<file path="config.mk">
export PLATFORM = sky130hd
export DESIGN_NAME = pooling_max_ctrl_flat
export DESIGN_NICKNAME = d
export VERILOG_FILES = /design/src/rtl/pool_ctrl_pkg.sv /design/src/rtl/pooling_max_ctrl_if.sv /design/src/rtl/pooling_max_ctrl.sv /design/src/flat_wrapper.sv
export SDC_FILE = /design/constraint.sdc
export NUM_CORES = 1
export LEC_CHECK = 0
export BUFFER_PORTS_ARGS = -buffer_cell sky130_fd_sc_hd__buf_4
export CAP_MARGIN = 5
export CORE_MARGIN = 5
export CORE_UTILIZATION = 35
export CTS_BUF_LIST = sky130_fd_sc_hd__clkbuf_8
export CTS_CLUSTER_DIAMETER = 80
export DETAILED_ROUTE_END_ITERATION = 16
export GPL_ROUTABILITY_DRIVEN = 0
export HOLD_SLACK_MARGIN = 0.15
export PLACE_DENSITY_LB_ADDON = 0.1
export SKIP_CTS_REPAIR_TIMING = 1
export SLEW_MARGIN = 0
export SYNTH_ARGS = -nofsm -noshare
export SYNTH_HDL_FRONTEND = slang
export SYNTH_SLANG_ARGS = --single-unit
</file>
<file path="constraint.sdc">
create_clock -name clk -period 2.85 [get_ports clk]
set_input_delay 0.57 -clock clk [delete_from_list [all_inputs] [get_ports clk]]
set_output_delay 0.57 -clock clk [all_outputs]
set_load 0.1 [all_outputs]
</file>
<file path="src/rtl/pool_ctrl_pkg.sv">
// -----------------------------------------------------------------------------
// pool_ctrl_pkg
// Shared definitions for the max-pooling controller: the controller state
// encoding, default parameter values and a counter-width helper.
// DATA_WIDTH defaults from the global define POOL_DATA_WIDTH (32 when the
// build does not set it).
// -----------------------------------------------------------------------------
`ifndef POOL_DATA_WIDTH
`define POOL_DATA_WIDTH 32
`endif

package pool_ctrl_pkg;

    localparam int DEF_DATA_WIDTH = `POOL_DATA_WIDTH;
    localparam int DEF_POOL_K     = 2;
    localparam int DEF_NUM_WIN    = 16;

    typedef enum logic [2:0] {
        ST_IDLE = 3'd0,
        ST_CLR  = 3'd1,
        ST_ACC  = 3'd2,
        ST_WAIT = 3'd3,
        ST_OUT  = 3'd4
    } pool_state_e;

    // $clog2 sizing, but never narrower than one bit so that a count of one
    // (single window, 1x1 pool) still yields a legal vector.
    function automatic int cnt_width(input int n);
        return (n > 1) ? $clog2(n) : 1;
    endfunction

endpackage

</file>
<file path="src/rtl/pooling_max_ctrl_if.sv">
// -----------------------------------------------------------------------------
// pooling_max_ctrl_if
// Bundles the pixel stream, the external max-cell link, the pooled output
// stream and the frame status of the max-pooling controller.
//   master : the surrounding system (stream source/sink, max cell, sequencer)
//   slave  : the controller (pooling_max_ctrl)
// Signals:
//   start              frame start request (one cycle)
//   in_data/in_valid   window-ordered pixel stream, in_ready back-pressure
//   cell_a/cell_clear  operand and clear towards the external max cell
//   cell_result        registered running maximum from the cell
//   out_data/out_valid pooled maximum, out_ready back-pressure
//   busy/done          frame in progress / end-of-frame pulse
// -----------------------------------------------------------------------------
interface pooling_max_ctrl_if
    import pool_ctrl_pkg::*;
#(
    parameter int DATA_WIDTH = DEF_DATA_WIDTH
);

    logic                  start;
    logic [DATA_WIDTH-1:0] in_data;
    logic                  in_valid;
    logic                  in_ready;
    logic [DATA_WIDTH-1:0] cell_a;
    logic                  cell_clear;
    logic [DATA_WIDTH-1:0] cell_result;
    logic [DATA_WIDTH-1:0] out_data;
    logic                  out_valid;
    logic                  out_ready;
    logic                  busy;
    logic                  done;

    modport master (
        output start, in_data, in_valid, cell_result, out_ready,
        input  in_ready, cell_a, cell_clear, out_data, out_valid, busy, done
    );

    modport slave (
        input  start, in_data, in_valid, cell_result, out_ready,
        output in_ready, cell_a, cell_clear, out_data, out_valid, busy, done
    );

endinterface

</file>
<file path="src/rtl/pooling_max_ctrl.sv">
// -----------------------------------------------------------------------------
// pooling_max_ctrl
// Sequences an external running-max cell over a frame of NUM_WIN pooling
// windows of POOL_K*POOL_K non-negative IEEE-754 pixels each, emitting one
// maximum per window.
// Ports:
//   clk   rising-edge clock
//   rst   asynchronous active-high reset
//   bus   pooling_max_ctrl_if.slave (stream in, max-cell link, stream out,
//         busy/done)
//   win_idx (only with POOL_STATUS_EN defined) current window number,
//         0 while idle
// Per window: CLR clears the cell, ACC forwards accepted pixels to it, WAIT
// lets the cell register the last pixel, OUT presents the result until the
// downstream handshake.
// -----------------------------------------------------------------------------
module pooling_max_ctrl
    import pool_ctrl_pkg::*;
#(
    parameter  int DATA_WIDTH = DEF_DATA_WIDTH,
    parameter  int POOL_K     = DEF_POOL_K,
    parameter  int NUM_WIN    = DEF_NUM_WIN,
    localparam int WIN_W      = cnt_width(NUM_WIN)
) (
    input  logic             clk,
    input  logic             rst,
    pooling_max_ctrl_if.slave bus
`ifdef POOL_STATUS_EN
    ,
    output logic [WIN_W-1:0] win_idx
`endif
);

    localparam int                    NEL       = POOL_K * POOL_K;
    localparam int                    EL_W      = cnt_width(NEL);
    localparam logic [EL_W-1:0]       EL_LAST   = EL_W'(NEL - 1);
    localparam logic [WIN_W-1:0]      WIN_LAST  = WIN_W'(NUM_WIN - 1);
    localparam logic [DATA_WIDTH-1:0] DATA_ZERO = '0;

    pool_state_e      state_q, state_d;
    logic [EL_W-1:0]  el_cnt_q, el_cnt_d;
    logic [WIN_W-1:0] win_cnt_q, win_cnt_d;
    logic             done_q, done_d;

    always_ff @(posedge clk or posedge rst) begin
        if (rst) begin
            state_q   <= ST_IDLE;
            el_cnt_q  <= '0;
            win_cnt_q <= '0;
            done_q    <= 1'b0;
        end else begin
            state_q   <= state_d;
            el_cnt_q  <= el_cnt_d;
            win_cnt_q <= win_cnt_d;
            done_q    <= done_d;
        end
    end

    always_comb begin
        state_d         = state_q;
        el_cnt_d        = el_cnt_q;
        win_cnt_d       = win_cnt_q;
        done_d          = 1'b0;
        bus.in_ready    = 1'b0;
        bus.cell_clear  = 1'b0;
        bus.cell_a      = DATA_ZERO;
        bus.out_valid   = 1'b0;
        bus.out_data    = DATA_ZERO;
        bus.busy        = 1'b1;

        case (state_q)
            ST_IDLE: begin
                bus.busy = 1'b0;
                if (bus.start) begin
                    win_cnt_d = '0;
                    state_d   = ST_CLR;
                end
            end

            ST_CLR: begin
                bus.cell_clear = 1'b1;
                el_cnt_d       = '0;
                state_d        = ST_ACC;
            end

            ST_ACC: begin
                bus.in_ready = 1'b1;
                // Zero is the neutral operand for a non-negative stream, so
                // idle cycles leave the running max untouched.
                if (bus.in_valid) begin
                    bus.cell_a = bus.in_data;
                    if (el_cnt_q == EL_LAST) begin
                        state_d = ST_WAIT;
                    end else begin
                        el_cnt_d = el_cnt_q + 1'b1;
                    end
                end
            end

            ST_WAIT: begin
                state_d = ST_OUT;
            end

            ST_OUT: begin
                bus.out_valid = 1'b1;
                bus.out_data  = bus.cell_result;
                if (bus.out_ready) begin
                    if (win_cnt_q == WIN_LAST) begin
                        // Window count returns to 0 so it reads 0 while idle.
                        win_cnt_d = '0;
                        done_d    = 1'b1;
                        state_d   = ST_IDLE;
                    end else begin
                        win_cnt_d = win_cnt_q + 1'b1;
                        state_d   = ST_CLR;
                    end
                end
            end

            default: begin
                state_d = ST_IDLE;
            end
        endcase
    end

    assign bus.done = done_q;

`ifdef POOL_STATUS_EN
    assign win_idx = win_cnt_q;
`endif

endmodule

</file>
<file path="src/flat_wrapper.sv">
// flat-port wrapper written by rule: the top's interface ports become plain ports
module pooling_max_ctrl_flat import pool_ctrl_pkg::*;
#(
    parameter  int DATA_WIDTH = DEF_DATA_WIDTH,
    parameter  int POOL_K     = DEF_POOL_K,
    parameter  int NUM_WIN    = DEF_NUM_WIN,
    localparam int WIN_W      = cnt_width(NUM_WIN)
)
  (clk, rst, bus_start, bus_in_data, bus_in_valid, bus_cell_result, bus_out_ready, bus_in_ready, bus_cell_a, bus_cell_clear, bus_out_data, bus_out_valid, bus_busy, bus_done);
  pooling_max_ctrl_if #(.DATA_WIDTH(DATA_WIDTH)) bus_i ();
  input  logic clk;
  input  logic rst;
  input wire logic [$bits(bus_i.start)-1:0] bus_start;
  input wire logic [$bits(bus_i.in_data)-1:0] bus_in_data;
  input wire logic [$bits(bus_i.in_valid)-1:0] bus_in_valid;
  input wire logic [$bits(bus_i.cell_result)-1:0] bus_cell_result;
  input wire logic [$bits(bus_i.out_ready)-1:0] bus_out_ready;
  output wire logic [$bits(bus_i.in_ready)-1:0] bus_in_ready;
  output wire logic [$bits(bus_i.cell_a)-1:0] bus_cell_a;
  output wire logic [$bits(bus_i.cell_clear)-1:0] bus_cell_clear;
  output wire logic [$bits(bus_i.out_data)-1:0] bus_out_data;
  output wire logic [$bits(bus_i.out_valid)-1:0] bus_out_valid;
  output wire logic [$bits(bus_i.busy)-1:0] bus_busy;
  output wire logic [$bits(bus_i.done)-1:0] bus_done;
  assign bus_i.start = bus_start;
  assign bus_i.in_data = bus_in_data;
  assign bus_i.in_valid = bus_in_valid;
  assign bus_i.cell_result = bus_cell_result;
  assign bus_i.out_ready = bus_out_ready;
  assign bus_in_ready = bus_i.in_ready;
  assign bus_cell_a = bus_i.cell_a;
  assign bus_cell_clear = bus_i.cell_clear;
  assign bus_out_data = bus_i.out_data;
  assign bus_out_valid = bus_i.out_valid;
  assign bus_busy = bus_i.busy;
  assign bus_done = bus_i.done;
  pooling_max_ctrl #(.DATA_WIDTH(DATA_WIDTH), .POOL_K(POOL_K), .NUM_WIN(NUM_WIN)) u_core (.clk(clk), .rst(rst), .bus(bus_i));
endmodule
</file>
# ---- Yosys cells after proc, flatten, opt, wreduce, memory -nomap -nowiden
# Index checks and enable logic that the tools add are counted.
dict set report totals {
  input_bits 69
  wordCells 46
  ff_bits 10
  output_inout_bits 69
}
dict set report op_classes {
  eq_ne 11
  reduce_logical 6
  muxes 23
  add_sub_neg 2
}
# operator count
set op_table {}
lappend op_table {{$mux 32} 3}
lappend op_table {{$pmux 3 s5} 1}
lappend op_table {{$mux 3} 4}
lappend op_table {{$mux 4} 3}
lappend op_table {{$mux 1} 8}
lappend op_table {{$ne 2x2->1 const B} 4}
lappend op_table {{$pmux 4 s2} 1}
lappend op_table {{$eq 3x2->1 const B} 2}
lappend op_table {{$reduce_and 3->1} 2}
lappend op_table {{$add 4x1->4 const B} 1}
lappend op_table {{$eq 4x4->1 const B} 1}
lappend op_table {{$mux 2} 2}
lappend op_table {{$pmux 2 s2} 1}
lappend op_table {{$reduce_and 4->1} 1}
lappend op_table {{$reduce_bool 2->1} 2}
lappend op_table {{$eq 3x1->1 const B} 1}
lappend op_table {{$eq 3x3->1 const B} 1}
lappend op_table {{$logic_not 3->1} 1}
lappend op_table {{$add 2x1->2 const B} 1}
lappend op_table {{$eq 2x2->1 const B} 1}
lappend op_table {{$ne 2x1->1 const B} 1}

# ---- Depth between registers and ports, before layout
dict set report logic_depth {
  word_depth 4
  depth_mapped 4
  depth_no_buf 4
}

# ---- Least setup slack after synthesis
# Ideal clock, no wire load.
dict set report synth_path {
  kind {register to output}
  startpoint {reg u_core.state_q[0]}
  endpoint {out bus_cell_clear}
  path_buffers 1
  path_slack_ns -0.579
  arrival_ns 2.859
  required_time_ns 2.280
  path_stages_with_launch 3
  path_cell_list {dfrtp_1 -> buf_2 -> nor3b_1}
}
dict set report synth_via {
  elab_chain_len 2
}
# element line_no
set synth_lines {}
lappend synth_lines {{start, declared} pooling_max_ctrl.sv:40} ;# pool_state_e state_q, state_d;
lappend synth_lines {{start signal, assigned} pooling_max_ctrl.sv:52} ;# state_q <= state_d;
lappend synth_lines {{$eq 3x1->1} pooling_max_ctrl.sv:71} ;# case (state_q)
lappend synth_lines {{$mux 1} pooling_max_ctrl.sv:71}
lappend synth_lines {{end, declared} flat_wrapper.sv:20} ;# output wire logic [$bits(bus_i.cell_clear)-1:0] bus_cell_clear;
# No other way between the ends.

# ---- Final worst setup path
dict set report layout_path {
  startpoint {reg u_core.state_q[2]}
  endpoint {out bus_out_data[3]}
}
dict set report layout_via {
  elab_chain_len 2
}
# element line_no
set layout_lines {}
lappend layout_lines {{$eq 3x3->1} pooling_max_ctrl.sv:71}
lappend layout_lines {{$mux 32} pooling_max_ctrl.sv:71}
lappend layout_lines {{end, declared} flat_wrapper.sv:21} ;# output wire logic [$bits(bus_i.out_data)-1:0] bus_out_data;
# No other way between the ends.

==> key figures <==
Synth
  • Multiplexer share of the synthesized area: 0.0526
  • Simple logic cell fraction of the synthesized area: 0.519
  • Post-synthesis area per instance: 7.99 um^2
  • Yosys top cell area share: 0.239
  • Sequential area share after synthesis: 0.239
  • Count of unique library cells instantiated by Yosys: 35
  • Library cell occupying the most area in the post-synthesis netlist: sky130_fd_sc_hd__dfrtp_1
  • Mapped cell area: 1050 um^2
  • Largest family of logic cells by synthesized area: simple AND/OR/NAND/NOR gates
  • Total of flip-flops plus latches after synthesis: 10
  • Total number of yosys warnings: 0
  • Adder and majority gate portion of the synthesized area: 0.0239
  • Biggest area contributors in the synthesized netlist: sky130_fd_sc_hd__dfrtp_1 24%, sky130_fd_sc_hd__and2_1 19%, sky130_fd_sc_hd__and3_1 19%
  • Cell count after synthesis: 131
  • Compound-Gate Fraction of Synth Area: 0.0693
  • XOR/XNOR Fraction of Synth Area: 0.00836
  • Main synth FF type: sky130_fd_sc_hd__dfrtp_1
  • Nets in the synthesized netlist: 202
  • EDFF count, synth: 0
  • Async set-or-reset flop fraction in the synthesized netlist: 1.00

Timing
  • Final Hold Violating Endpoints: 0
  • Setup repair after global routing missed its margin: false
  • Number of pins exceeding their max-slew limit in the final report: 0
  • Maximum clock frequency: 413 MHz
  • Post-layout min period: 2420 ps
  • Number of endpoints failing setup at the final stage: 0
  • Final-layout setup total negative slack: 0 ps
  • Crit share post-route: 0.851
  • Transition time at the pin with the least slew margin: 487 ps
  • Smallest setup slack after layout: 426 ps
  • Setup Skew: 6.95 ps
  • Remaining max-slew budget at the tightest pin: 0.675

Clock tree
  • Number of CTS-inserted buffers: 3
  • Insertion delay of the later-clocked pin in the worst-skew pair: 250 ps
  • Worst-case clock buffer depth: 2
  • CTS H-tree lvls: 1
  • Clock-pin transition on the worst setup and hold timing paths: 50 ps
  • Clock tree from TritonCTS: built
  • Buffer cell driving the clock tree root: sky130_fd_sc_hd__clkbuf_8
  • Clock sink count: 10

Die
  • Area of the core region: 2810 um^2
  • Standard-cell row count: 19
  • Horiz. Die Dim: 64.7 um
  • Die ar.: 4190 um^2
  • Initial standard-cell utilization of the core: 0.373
  • DIE HEIGHT: 64.7 um
  • Boundary pin count: 138

Min path
  • Worst hold path type: input port to asynchronous set/reset pin

Critical path
  • Data arrival time of the critical path: 1850 ps
  • Launch point of the critical path: u_core.state_q[2]
  • Worst setup EP type: output port
  • Reg2reg start: u_core.state_q[2]
  • Data required time of the worst path: 2280 ps
  • Critical path startpoint category: register
  • Highest fanout seen on the critical path: 39
  • Worst Setup Path Type: register to output port

Power and ir drop
  • Static leakage: 1.26 nW
  • Total Power: 2.51 mW
  • Power per standard cell area: 1180 nW/um^2
  • IR Drop Worst-Case VDD: 0.000887 V

Place
  • HPWL after detailed placement: 3660 um
  • Worst slack at placement: 669 ps
  • Number of buffer cells added on primary ports: 137

Routing
  • Iter 0 DRT Violations: 105
  • Average wire per standard cell: 15.1 um
  • Drc violations: 0
  • Detail-routed via count per cell: 4.86
  • Final Routed Wirelength: 4420 um
  • Iteration count of the initial detailed-routing pass: 4
  • ANT nets after route: 0
  • Detailed-route via count: 1424

GRT
  • Remaining global-route overflow: 0
  • Via count of the first global-routing pass: 1395
  • Maximum number of pins on one net before global-route repair: 40
  • Gr usage total: 0.205
  • Wire length of the first global-routing pass: 6840 um
  • Number of antenna violations at the first check in global routing: 0

Run
  • Max Cap Viol: 0

Layout
  • Antenna diodes: 0
  • Fraction of layout cells with a size suffix above 1: 0.584
  • Area overhead of the layout relative to synthesis: 103%
  • Count of filler cells inserted in the layout: 236
  • Total Nets Final: 334

Outcome
  • Status: finished, final reports clean
cells in the final DEF (no fill, tap or decap), types with 2 or more instances in the layout:
cell type	instances
sky130_fd_sc_hd__ha_1	2
sky130_fd_sc_hd__inv_1	7
sky130_fd_sc_hd__nor2_1	3
sky130_fd_sc_hd__nor3b_2	2
sky130_fd_sc_hd__and2_1	32
sky130_fd_sc_hd__o22ai_1	2
sky130_fd_sc_hd__nand3_1	4
sky130_fd_sc_hd__mux2i_1	3
sky130_fd_sc_hd__and3_1	32
sky130_fd_sc_hd__buf_4	140
sky130_fd_sc_hd__dfrtp_1	10
sky130_fd_sc_hd__clkbuf_8	4
sky130_fd_sc_hd__nand2_1	2
per-layer routing:
layer,up-vias,global-route usage,wire (um)
met3,10,0.0777,508
met2,87,0.356,2230
met5,-,0,0
li1,714,-,-
met1,613,0.227,1580
met4,0,0.0792,93
power breakdown:
| group | switching [mW] | internal [mW] | leakage [nW] |
|---|---|---|---|
| clock | 0.0627 | 0.122 | 0.0288 |
| combinational | 1.58 | 0.486 | 1.10 |
| sequential | 0.0733 | 0.181 | 0.134 |
| total | 1.72 | 0.788 | 1.26 |
final timing paths:
check                                       to  slack (ps)  cells past startpoint
hold / removal              u_core.el_cnt_q[0]         300                      2
setup reg to reg           u_core.win_cnt_q[3]        1170                      4
hold reg to reg            u_core.win_cnt_q[0]         510                      1
min in group clk           u_core.win_cnt_q[0]         510                      1
setup / recovery               bus_out_data[3]         430                      4
max in group asynchronous  u_core.win_cnt_q[0]        2280                      2
worst max-delay path, cell delays in order, from the launching register on:
cell and delay, ps:
sky130_fd_sc_hd__dfrtp_1 600, sky130_fd_sc_hd__nor3b_2 240, sky130_fd_sc_hd__buf_4 300, sky130_fd_sc_hd__and2_1 180
sky130_fd_sc_hd__buf_4 290
cells in the mapped netlist, types with 3 or more instances:
library cell / instances
sky130_fd_sc_hd__inv_1: 7
sky130_fd_sc_hd__and3_1: 32
sky130_fd_sc_hd__clkbuf_2: 4
sky130_fd_sc_hd__nand3_1: 4
sky130_fd_sc_hd__nor2_1: 3
sky130_fd_sc_hd__dfrtp_1: 10
sky130_fd_sc_hd__mux2i_1: 3
sky130_fd_sc_hd__and2_1: 32
sky130_fd_sc_hd__clkbuf_1: 4
sky130_fd_sc_hd__buf_2: 4
flip-flops by register name, summed over array words and instances (netlist names):
signal / count
u_core.win_cnt_q: 4
u_core.state_q: 3
u_core.el_cnt_q: 2
u_core.bus.done: 1
cell families after synthesis:
kind of cell    Yosys count
simple gates             84
flops                    10
compound gates            9
fa+ha+maj                 2
xor+xnor                  1
mux                       5
buf+inv                  20
final cells by class:
class                      count  area, um^2  area share
clock buffer                   4        55.1      0.0258
sequential                    10         250       0.117
tap                           31        38.8      0.0182
inverter                       7        26.3      0.0123
timing repair buffer         140        1050       0.493
multi-input combinational    101         709       0.333
per-stage QoR:
step / instance area, um^2 / utilization / hold slack (ps) / cells
after global routing: 2130 / 0.760 / 348 / 293
after floorplan: 1050 / - / 410 / 131
after detailed placement: 2080 / 0.740 / 502 / 289
final: 2130 / 0.760 / 297 / 293
after global placement: 2080 / 0.740 / 494 / 289
after CTS: 2130 / 0.760 / 302 / 293
Power figures use the tool's default switching activity.
